--- src/rtl/freq_pkg.sv ---
// Shared definitions for the freq_gen DDS clock generator: FSM encoding,
// default widths and a constant helper converting a target frequency to an fcw.
package freq_pkg;

  localparam int          ACC_W_DEFAULT       = 32'sd32;
  localparam int unsigned REFCLK_FREQ_DEFAULT = 32'd200000000;

  typedef enum logic [1:0] {
    ST_IDLE     = 2'd0,
    ST_RUN      = 2'd1,
    ST_STOPPING = 2'd2
  } state_t;

  // fcw = hz * 2^acc_w / refclk, truncated; a zero reference yields zero.
  function automatic longint unsigned hz_to_fcw(input longint unsigned hz,
                                                input longint unsigned refclk,
                                                input int              acc_w);
    longint unsigned result;
    if (refclk == 64'd0) begin
      result = 64'd0;
    end else begin
      result = (hz << acc_w) / refclk;
    end
    return result;
  endfunction

endpackage

--- src/rtl/freq_gen_accum.sv ---
// Phase accumulator for freq_gen: acc register, carry-out (wrap) detect and
// the registered MSB that forms clk_out, plus the rising-edge pulse.
module freq_gen_accum
  import freq_pkg::*;
#(
  parameter int ACC_W = ACC_W_DEFAULT
) (
  input  logic             ref_clk,
  input  logic             rst_n,
  input  logic             adv,
  input  logic             clr,
  input  logic [ACC_W-1:0] fcw,
  output logic             wrap,
  output logic             clk_out,
  output logic             clk_rise
);

  logic [ACC_W-1:0] acc;
  logic [ACC_W-1:0] acc_next;
  logic [ACC_W:0]   sum;
  logic             out_next;
  logic             rise_next;

  // Next accumulator value, carry detect and next output levels.
  always_comb begin
    sum      = {1'b0, acc} + {1'b0, fcw};
    acc_next = acc;
    if (clr) begin
      acc_next = {ACC_W{1'b0}};
    end else if (adv) begin
      acc_next = sum[ACC_W-1:0];
    end else begin
      acc_next = acc;
    end
    wrap      = adv & sum[ACC_W];
    // When generation ends, an already-high phase is allowed to finish but a
    // new high pulse never starts, so clk_rise cannot fire outside RUN/STOPPING.
    out_next  = acc[ACC_W-1] & (clk_out | ~clr);
    rise_next = out_next & ~clk_out;
  end

  // Accumulator and output registers.
  always_ff @(posedge ref_clk or negedge rst_n) begin
    if (!rst_n) begin
      acc      <= {ACC_W{1'b0}};
      clk_out  <= 1'b0;
      clk_rise <= 1'b0;
    end else begin
      acc      <= acc_next;
      clk_out  <= out_next;
      clk_rise <= rise_next;
    end
  end

endmodule

--- src/rtl/freq_gen.sv ---
// DDS square-wave generator: IDLE/RUN/STOPPING control, fcw valid/ready intake
// with glitch-free retuning on accumulator wrap. Option: FREQ_GEN_CYCLE_CNT_EN.
module freq_gen
  import freq_pkg::*;
#(
  parameter int unsigned REFCLK_FREQ = REFCLK_FREQ_DEFAULT,
  parameter int          ACC_W       = ACC_W_DEFAULT
) (
  input  logic             ref_clk,
  input  logic             rst_n,
  input  logic             enable,
  input  logic [ACC_W-1:0] fcw,
  input  logic             fcw_valid,
  output logic             fcw_ready,
  output logic             clk_out,
  output logic             clk_rise,
  output logic             running
`ifdef FREQ_GEN_CYCLE_CNT_EN
  ,
  output logic [31:0]      cycle_count
`endif
);

  // An output at REFCLK_FREQ corresponds to full scale; half of it is Nyquist.
  localparam longint unsigned FULL_SCALE  = hz_to_fcw(64'(REFCLK_FREQ), 64'(REFCLK_FREQ), ACC_W);
  localparam logic [ACC_W-1:0] NYQUIST_FCW = ACC_W'(FULL_SCALE >> 1);

  state_t           state;
  state_t           state_next;
  logic [ACC_W-1:0] active_fcw;
  logic [ACC_W-1:0] pending_fcw;
  logic [ACC_W-1:0] fcw_clamped;
  logic             pending_valid;
  logic             accept;
  logic             apply;
  logic             adv;
  logic             clr;
  logic             wrap;

  // Next-state logic; a zero fcw never wraps, so STOPPING leaves at once.
  always_comb begin
    state_next = state;
    case (state)
      ST_IDLE: begin
        if (enable) begin
          state_next = ST_RUN;
        end else begin
          state_next = ST_IDLE;
        end
      end
      ST_RUN: begin
        if (enable) begin
          state_next = ST_RUN;
        end else begin
          state_next = ST_STOPPING;
        end
      end
      ST_STOPPING: begin
        if (enable) begin
          state_next = ST_RUN;
        end else if (wrap || (active_fcw == {ACC_W{1'b0}})) begin
          state_next = ST_IDLE;
        end else begin
          state_next = ST_STOPPING;
        end
      end
      default: begin
        state_next = ST_IDLE;
      end
    endcase
  end

  // Handshake, retune and accumulator control decode.
  always_comb begin
    accept = fcw_valid & fcw_ready;
    apply  = pending_valid & ((state == ST_IDLE) | wrap);
    adv    = (state == ST_RUN) | (state == ST_STOPPING);
    clr    = (state_next == ST_IDLE);
    if (fcw > NYQUIST_FCW) begin
      fcw_clamped = NYQUIST_FCW;
    end else begin
      fcw_clamped = fcw;
    end
  end

  // State register and the running flag that mirrors it.
  always_ff @(posedge ref_clk or negedge rst_n) begin
    if (!rst_n) begin
      state   <= ST_IDLE;
      running <= 1'b0;
    end else begin
      state   <= state_next;
      running <= (state_next != ST_IDLE);
    end
  end

  // fcw intake: accept into pending, promote to active in IDLE or on a wrap.
  // A value accepted on a wrap edge is not yet pending there, so it waits a wrap.
  always_ff @(posedge ref_clk or negedge rst_n) begin
    if (!rst_n) begin
      active_fcw    <= {ACC_W{1'b0}};
      pending_fcw   <= {ACC_W{1'b0}};
      pending_valid <= 1'b0;
      fcw_ready     <= 1'b1;
    end else if (accept) begin
      pending_fcw   <= fcw_clamped;
      pending_valid <= 1'b1;
      fcw_ready     <= 1'b0;
    end else if (apply) begin
      active_fcw    <= pending_fcw;
      pending_valid <= 1'b0;
      fcw_ready     <= 1'b1;
    end else begin
      active_fcw    <= active_fcw;
      pending_valid <= pending_valid;
      fcw_ready     <= fcw_ready;
    end
  end

  freq_gen_accum #(
    .ACC_W(ACC_W)
  ) u_accum (
    .ref_clk (ref_clk),
    .rst_n   (rst_n),
    .adv     (adv),
    .clr     (clr),
    .fcw     (active_fcw),
    .wrap    (wrap),
    .clk_out (clk_out),
    .clk_rise(clk_rise)
  );

`ifdef FREQ_GEN_CYCLE_CNT_EN
  // Free-running count of output rising edges, wrapping modulo 2^32.
  always_ff @(posedge ref_clk or negedge rst_n) begin
    if (!rst_n) begin
      cycle_count <= 32'd0;
    end else begin
      cycle_count <= cycle_count + {31'd0, clk_rise};
    end
  end
`endif

endmodule

--- config.mk ---
export PLATFORM = sky130hd
export DESIGN_NAME = freq_gen
export DESIGN_NICKNAME = d
export VERILOG_FILES = /design/src/rtl/freq_pkg.sv /design/src/rtl/freq_gen_accum.sv /design/src/rtl/freq_gen.sv
export SDC_FILE = /design/constraint.sdc
export NUM_CORES = 1
export LEC_CHECK = 0
export ABC_CLOCK_PERIOD_IN_PS = 8500
export BUFFER_PORTS_ARGS = -buffer_cell sky130_fd_sc_hd__clkbuf_2
export CORE_MARGIN = 2
export CORE_UTILIZATION = 44
export CTS_BUF_LIST = sky130_fd_sc_hd__clkbuf_16
export DETAILED_ROUTE_END_ITERATION = 8
export GPL_TIMING_DRIVEN = 0
export REMOVE_ABC_BUFFERS = 1
export SYNTH_ARGS = -nofsm -noshare
export SYNTH_HDL_FRONTEND = slang
export SYNTH_SLANG_ARGS = --single-unit
--- constraint.sdc ---
create_clock -name ref_clk -period 8.5 [get_ports ref_clk]
set_clock_uncertainty 0.05 [all_clocks]
set_input_delay 0.425 -clock ref_clk [delete_from_list [all_inputs] [get_ports ref_clk]]
set_output_delay 0.425 -clock ref_clk [all_outputs]
set_load 0.02 [all_outputs]
==> After elaboration in Yosys (flattened, before gate mapping) <==
Cells that the tools add are included.
{ "totals": {"mem_bits_rw": 0, "n_memories": 0, "romBits": 0, "latch_bits": 0, "regBits": 103, "input_bits": 36, "out_inout_bits": 4} }
{ "classes": {"multipliers": 0, "shift": 0, "n_div": 0, "add_sub_neg": 1, "n_reduce_logical": 8, "n_bitwise": 11, "n_lt_le_gt_ge": 1, "muxes": 12, "n_eq_ne": 2} }
{ "ops": {"columns": ["operator", "count"], "rows": [
  ["$mux W32", 3],
  ["$add A32 B32 Y33", 1],
  ["$gt A32 B32 Y1 const B", 1],
  ["$logic_not A32 Y1", 1],
  ["$mux W2", 3],
  ["$pmux W2 S3", 1],
  ["$reduce_bool A2 Y1", 3],
  ["$and A1 B1 Y1", 5],
  ["$mux W1", 5],
  ["$logic_not A2 Y1", 2],
  ["$not A1 Y1", 3],
  ["$or A1 B1 Y1", 3],
  ["$eq A2 B1 Y1 const B", 1],
  ["$eq A2 B2 Y1 const B", 1],
  ["$reduce_and A2 Y1", 1],
  ["$logic_or A1 B1 Y1", 1]
]} }

==> Longest topological paths before layout <==
{ "logic_depth": {"ltp_word": 12, "mapped_depth": 11} }

==> Modules after synthesis <==
From an unflattened synthesis, not the netlist that was laid out.
{ "unflattened": {"hier_cells": 649, "hier_area_um2": 6226.0} }
{ "by_module_without_submodules": {"columns": ["mod", "cells_each", "n_inst", "area_per_inst_um2"], "rows": [
  ["freq_gen_accum", 392, 1, 3226.8],
  ["freq_gen", 257, 1, 2999.1]
]} }

==> Worst setup path after synthesis <==
No wires, ideal clock.
{ "synth_path": {"path_kind": "reg-to-reg", "start": "reg active_fcw[15]", "end": "reg active_fcw[0]", "setup_ps": 125, "path_stages_with_launch": 11, "t_arrival_ps": 2523, "slack_ps": 5802, "path_cell_list": "dfrtp_1 ha_1 buf_4 nand2_1 or3_1 a211oi_2 a21boi_2 o21ai_2 a21oi_4 buf_4 mux2_2"} }
{ "synth_via": {"elab_chain_len": 5} }
{ "synth_rtl": {"columns": ["element", "line_no", "text"], "rows": [
  ["start: declaration", "freq_gen.sv:30", "logic [ACC_W-1:0] active_fcw;"],
  ["start signal: assignment", "freq_gen.sv:101", "active_fcw <= {ACC_W{1'b0}};"],
  ["start signal: assignment", "freq_gen.sv:110", "active_fcw <= pending_fcw;"],
  ["start signal: assignment", "freq_gen.sv:114", "active_fcw <= active_fcw;"],
  ["$add A32 B32 Y33", "freq_gen_accum.sv:26", "sum = {1'b0, acc} + {1'b0, fcw};"],
  ["$and A1 B1 Y1", "freq_gen_accum.sv:35", "wrap = adv & sum[ACC_W];"],
  ["$or A1 B1 Y1", "freq_gen.sv:76", "apply = pending_valid & ((state == ST_IDLE) | wrap);"],
  ["$and A1 B1 Y1", "freq_gen.sv:76", null],
  ["$reduce_and A2 Y1 (no line)", null, null]
]} }
Every way passes these cells.
A chain may end at the register's enable or synchronous reset.

==> Final worst setup path <==
{ "layout_path": {"start": "reg state[0]", "end": "reg active_fcw[6]"} }
{ "layout_via": {"elab_chain_len": 6} }
{ "layout_rtl": {"columns": ["element", "line_no", "text"], "rows": [
  ["start: declaration", "freq_gen.sv:28", "state_t state;"],
  ["start signal: assignment", "freq_gen.sv:92", "state <= state_next;"],
  ["$eq A2 B1 Y1 / $eq A2 B2 Y1 (equally long branches)", "freq_gen.sv:77", "adv = (state == ST_RUN) | (state == ST_STOPPING);"],
  ["$or A1 B1 Y1", "freq_gen.sv:77", null],
  ["$and A1 B1 Y1", "freq_gen_accum.sv:35", null],
  ["$or A1 B1 Y1 (*)", "freq_gen.sv:76", null],
  ["$and A1 B1 Y1 (*)", "freq_gen.sv:76", null],
  ["$reduce_and A2 Y1 (no line) (*)", null, null]
]} }
Mark *: on every way between the ends. The rest lies on a longest branch, timed or not.

==> impl_metrics.env <==
export IMPL_setup_ws_ns=4.29
export IMPL_crit_family="compound AO/OA/AOI/OAI gates"
export IMPL_crit_buf_inv=3
export IMPL_synth_seq_area_share=0.418
export IMPL_hpwl_microns=10300
export IMPL_cts_buffers=9
export IMPL_drv_slew=0
export IMPL_crit_arrival_ns=4.40
export IMPL_dieArea_sq_um=15000
export IMPL_syn_area_sq_um=6170
export IMPL_antenna_found_initial=0
export IMPL_critPathKind="flop to flop"
export IMPL_port_buffers=39
export IMPL_grtUsageMet2=0.305
export IMPL_synthAdderAreaFrac=0.0762
export IMPL_synth_avg_cell_area_sq_um=9.97
export IMPL_n_antenna_cell=0
export IMPL_areaGrowthSynthToFinish_pct=11.2
export IMPL_use_met3=0.0321
export IMPL_cts_tree="yes"
export IMPL_synth_main_ff_cell="dfrtp_1"
export IMPL_crit_chain="inv_1, ha_2, buf_16, clkinv_1, nor3_1, o21ai_2, a21oi_4, mux2_2"
export IMPL_cts_setup_buffers=0
export IMPL_first_iter_violations=214
export IMPL_worstReg2RegEnd="active_fcw[6]"
export IMPL_totalWireLength_microns=14400
export IMPL_io_pin_count=40
export IMPL_grt_use_met1=0.309
export IMPL_grt_pass1_wl_microns=24200
export IMPL_avgViaCountPerCell=5.94
export IMPL_wl_per_cell_microns=17.5
export IMPL_end_kind="flop"
export IMPL_synthTopCellsByArea="dfrtp_1, mux2_2, ha_1"
export IMPL_grt_max_degree=104
export IMPL_crit_required_ns=8.70
export IMPL_place_congestion=0.882
export IMPL_fin_nets=712
export IMPL_yosys_area_share_simple=0.162
export IMPL_drt_pass1_iterations=4
export IMPL_setup_tns_ns=0
export IMPL_synth_cells=619
export IMPL_crit_path_start_kind="flop"
export IMPL_layout_common_cells="dfrtp_1, nand2_1, mux2_2"
export IMPL_slew_limit_headroom=0.205
export IMPL_ys_types=61
export IMPL_synth_compound_area_frac=0.203
export IMPL_rsz0062_at_grt="no"
export IMPL_drc=0
export IMPL_pre_cts_slack_ns=4.32
export IMPL_status="completed"
export IMPL_cts_sinks=103
export IMPL_r2r_start="state[0]"
export IMPL_clock_latency_ns=0.36
export IMPL_yosys_area_top_type="dfrtp_1"
export IMPL_synth_warnings=0
export IMPL_drv_cap=0
export IMPL_start_util=0.448
export IMPL_synth_mux_area_frac=0.0961
export IMPL_root_buffer="clkbuf_16"
export IMPL_cts_buffer_depth=2
export IMPL_die_x_microns=122
export IMPL_setup_viol=0
export IMPL_core_area_sq_um=13800
export IMPL_power_density_nw_per_um2=364
export IMPL_clock_fmax_ghz=0.238
export IMPL_rows=43
export IMPL_crit_cells=8
export IMPL_ys_ff_latch=103
export IMPL_final_common_cell="dfrtp_1"
export IMPL_die_height_microns=122
export IMPL_path_max_fanout=32
export IMPL_vias=4892
export IMPL_synth_largest_type_area_fraction=0.414
export IMPL_grt_usage=0.206
export IMPL_synthArstFlopShare=1.00
export IMPL_crit_slowest_cell="a21oi_4"
export IMPL_first_global_vias=4733
export IMPL_period_share=0.495
export IMPL_holdBufCountCts=0
export IMPL_synth_xor_xnor_area_share=0.00852
export IMPL_ir_drop_mv=0.166
export IMPL_drive_above_1_share=0.179
export IMPL_synth_edf_count=0
export IMPL_final_min_clock_period_ns=4.21
export IMPL_grt_ovfl_total=0
export IMPL_hold_viol_final=0
export IMPL_reg2reg_depth=8
export IMPL_cts_resized=0
export IMPL_drtAntennaViolNets=0
export IMPL_h_tree_depth=3
export IMPL_slowest_delay_ns=0.84
export IMPL_tightest_slew_ns=1.19
export IMPL_reg2reg_slack_ns=4.29
export IMPL_hp_class="input port to async pin"
export IMPL_leakagePower_uw=0.00308
export IMPL_fillCellCount=1274
export IMPL_synth_top_family_by_area="compound AO/OA/AOI/OAI gates"
export IMPL_grt_busiest_layer="met1"
export IMPL_clk_pin_slew_ns=0.08
==> registers in the layout (all words and copies together) (netlist names) <==
signal	count
running	1
pending_valid	1
pending_fcw	32
u_accum.acc	32
u_accum.clk_rise	1
active_fcw	32
state	2
u_accum.clk_out	1
fcw_ready	1
==> synthesized netlist by cell type, types with 3 or more instances <==
| cell | n |
|---|---|
| a2111oi_0 | 3 |
| a211oi_1 | 17 |
| a21boi_0 | 4 |
| a21o_1 | 9 |
| a21oi_1 | 38 |
| a22o_1 | 31 |
| a311oi_1 | 3 |
| a31oi_1 | 11 |
| and3_1 | 5 |
| buf_2 | 3 |
| buf_4 | 4 |
| buf_6 | 3 |
| clkbuf_1 | 22 |
| dfrtp_1 | 102 |
| ha_1 | 36 |
| inv_1 | 13 |
| mux2_2 | 42 |
| mux2i_1 | 12 |
| nand2_1 | 45 |
| nand2b_1 | 10 |
| nand3_1 | 12 |
| nand3b_1 | 3 |
| nand4_1 | 11 |
| nor2_1 | 30 |
| nor2b_1 | 9 |
| nor3_1 | 31 |
| nor3b_1 | 4 |
| nor4_1 | 17 |
| o211ai_1 | 5 |
| o21a_1 | 6 |
| o21ai_0 | 24 |
| o41ai_1 | 3 |
| or3_1 | 9 |
| xnor2_1 | 3 |
| xor2_1 | 3 |
==> worst reg2reg max path, delay by kind of cell, from the launching register on <==
kind                     cells  cell delay [ns]
AO/OA/AOI/OAI                2             1.04
adder cells (fa/ha/maj)      1             0.68
buffers and inverters        3             1.03
flip-flops                   1             0.39
multiplexers                 1             0.45
AND/OR/NAND/NOR              1             0.46
==> kinds of logic (layout without fill, tap and decap cells) <==
| kind of cell | Yosys count | after routing |
|---|---|---|
| adders and majority gates | 37 | 37 |
| muxes | 54 | 54 |
| and+or+nand+nor | 195 | 195 |
| AOI/OAI and AO/OA | 176 | 176 |
| buffers and inverters | 48 | 73 |
| xor gates and xnor gates | 6 | 6 |
| DFF | 103 | 103 |
==> where the power goes <==
part	switching (uW)	internal, uW	total (uW)
clock	212	240	451
combinational	660	542	1200
sequential	159	684	843
total	1030	1470	2500
==> per-layer routing <==
layer / routed length (microns) / part of all wire
met3: 487 / 0.034
met1: 7370 / 0.51
met4: 206 / 0.014
met2: 6320 / 0.44
met5: 0 / 0
==> final cells by class <==
class | instances | area (sq um) | share of cell area
inverters | 14 | 52.6 | 0.00766
flip-flops and latches | 103 | 2580 | 0.376
well taps | 180 | 225 | 0.0328
clock inverters | 7 | 98.8 | 0.0144
clock buffers | 9 | 225 | 0.0328
repair buffers | 43 | 302 | 0.0440
multi-input cells | 468 | 3380 | 0.492
==> through the flow <==
stage	instance area, sq um	total power [uW]	utilization	hold slack [ns]	std cells
6_report	6860	2500	0.498	0.0592	824
5_1_grt	6860	2690	0.498	0.172	824
4_1_cts	6860	2500	0.498	0.140	824
3_5_place_dp	6540	2040	0.475	0.403	808
3_3_place_gp	6420	1970	0.466	0.391	804
2_1_floorplan	6000	1700	-	0.0794	585
==> worst max path at each step <==
| stage | startpoint | to | slack [ns] |
|---|---|---|---|
| floorplan | state[0] | u_accum.clk_out | 4.37 |
| finish | state[0] | active_fcw[6] | 4.29 |
| global placement | state[0] | u_accum.clk_out | 2.61 |
| CTS | state[0] | active_fcw[6] | 4.30 |
| global route | state[0] | active_fcw[23] | 4.02 |
| detailed placement | state[0] | active_fcw[6] | 4.32 |
(Power assumes the default switching activity.)
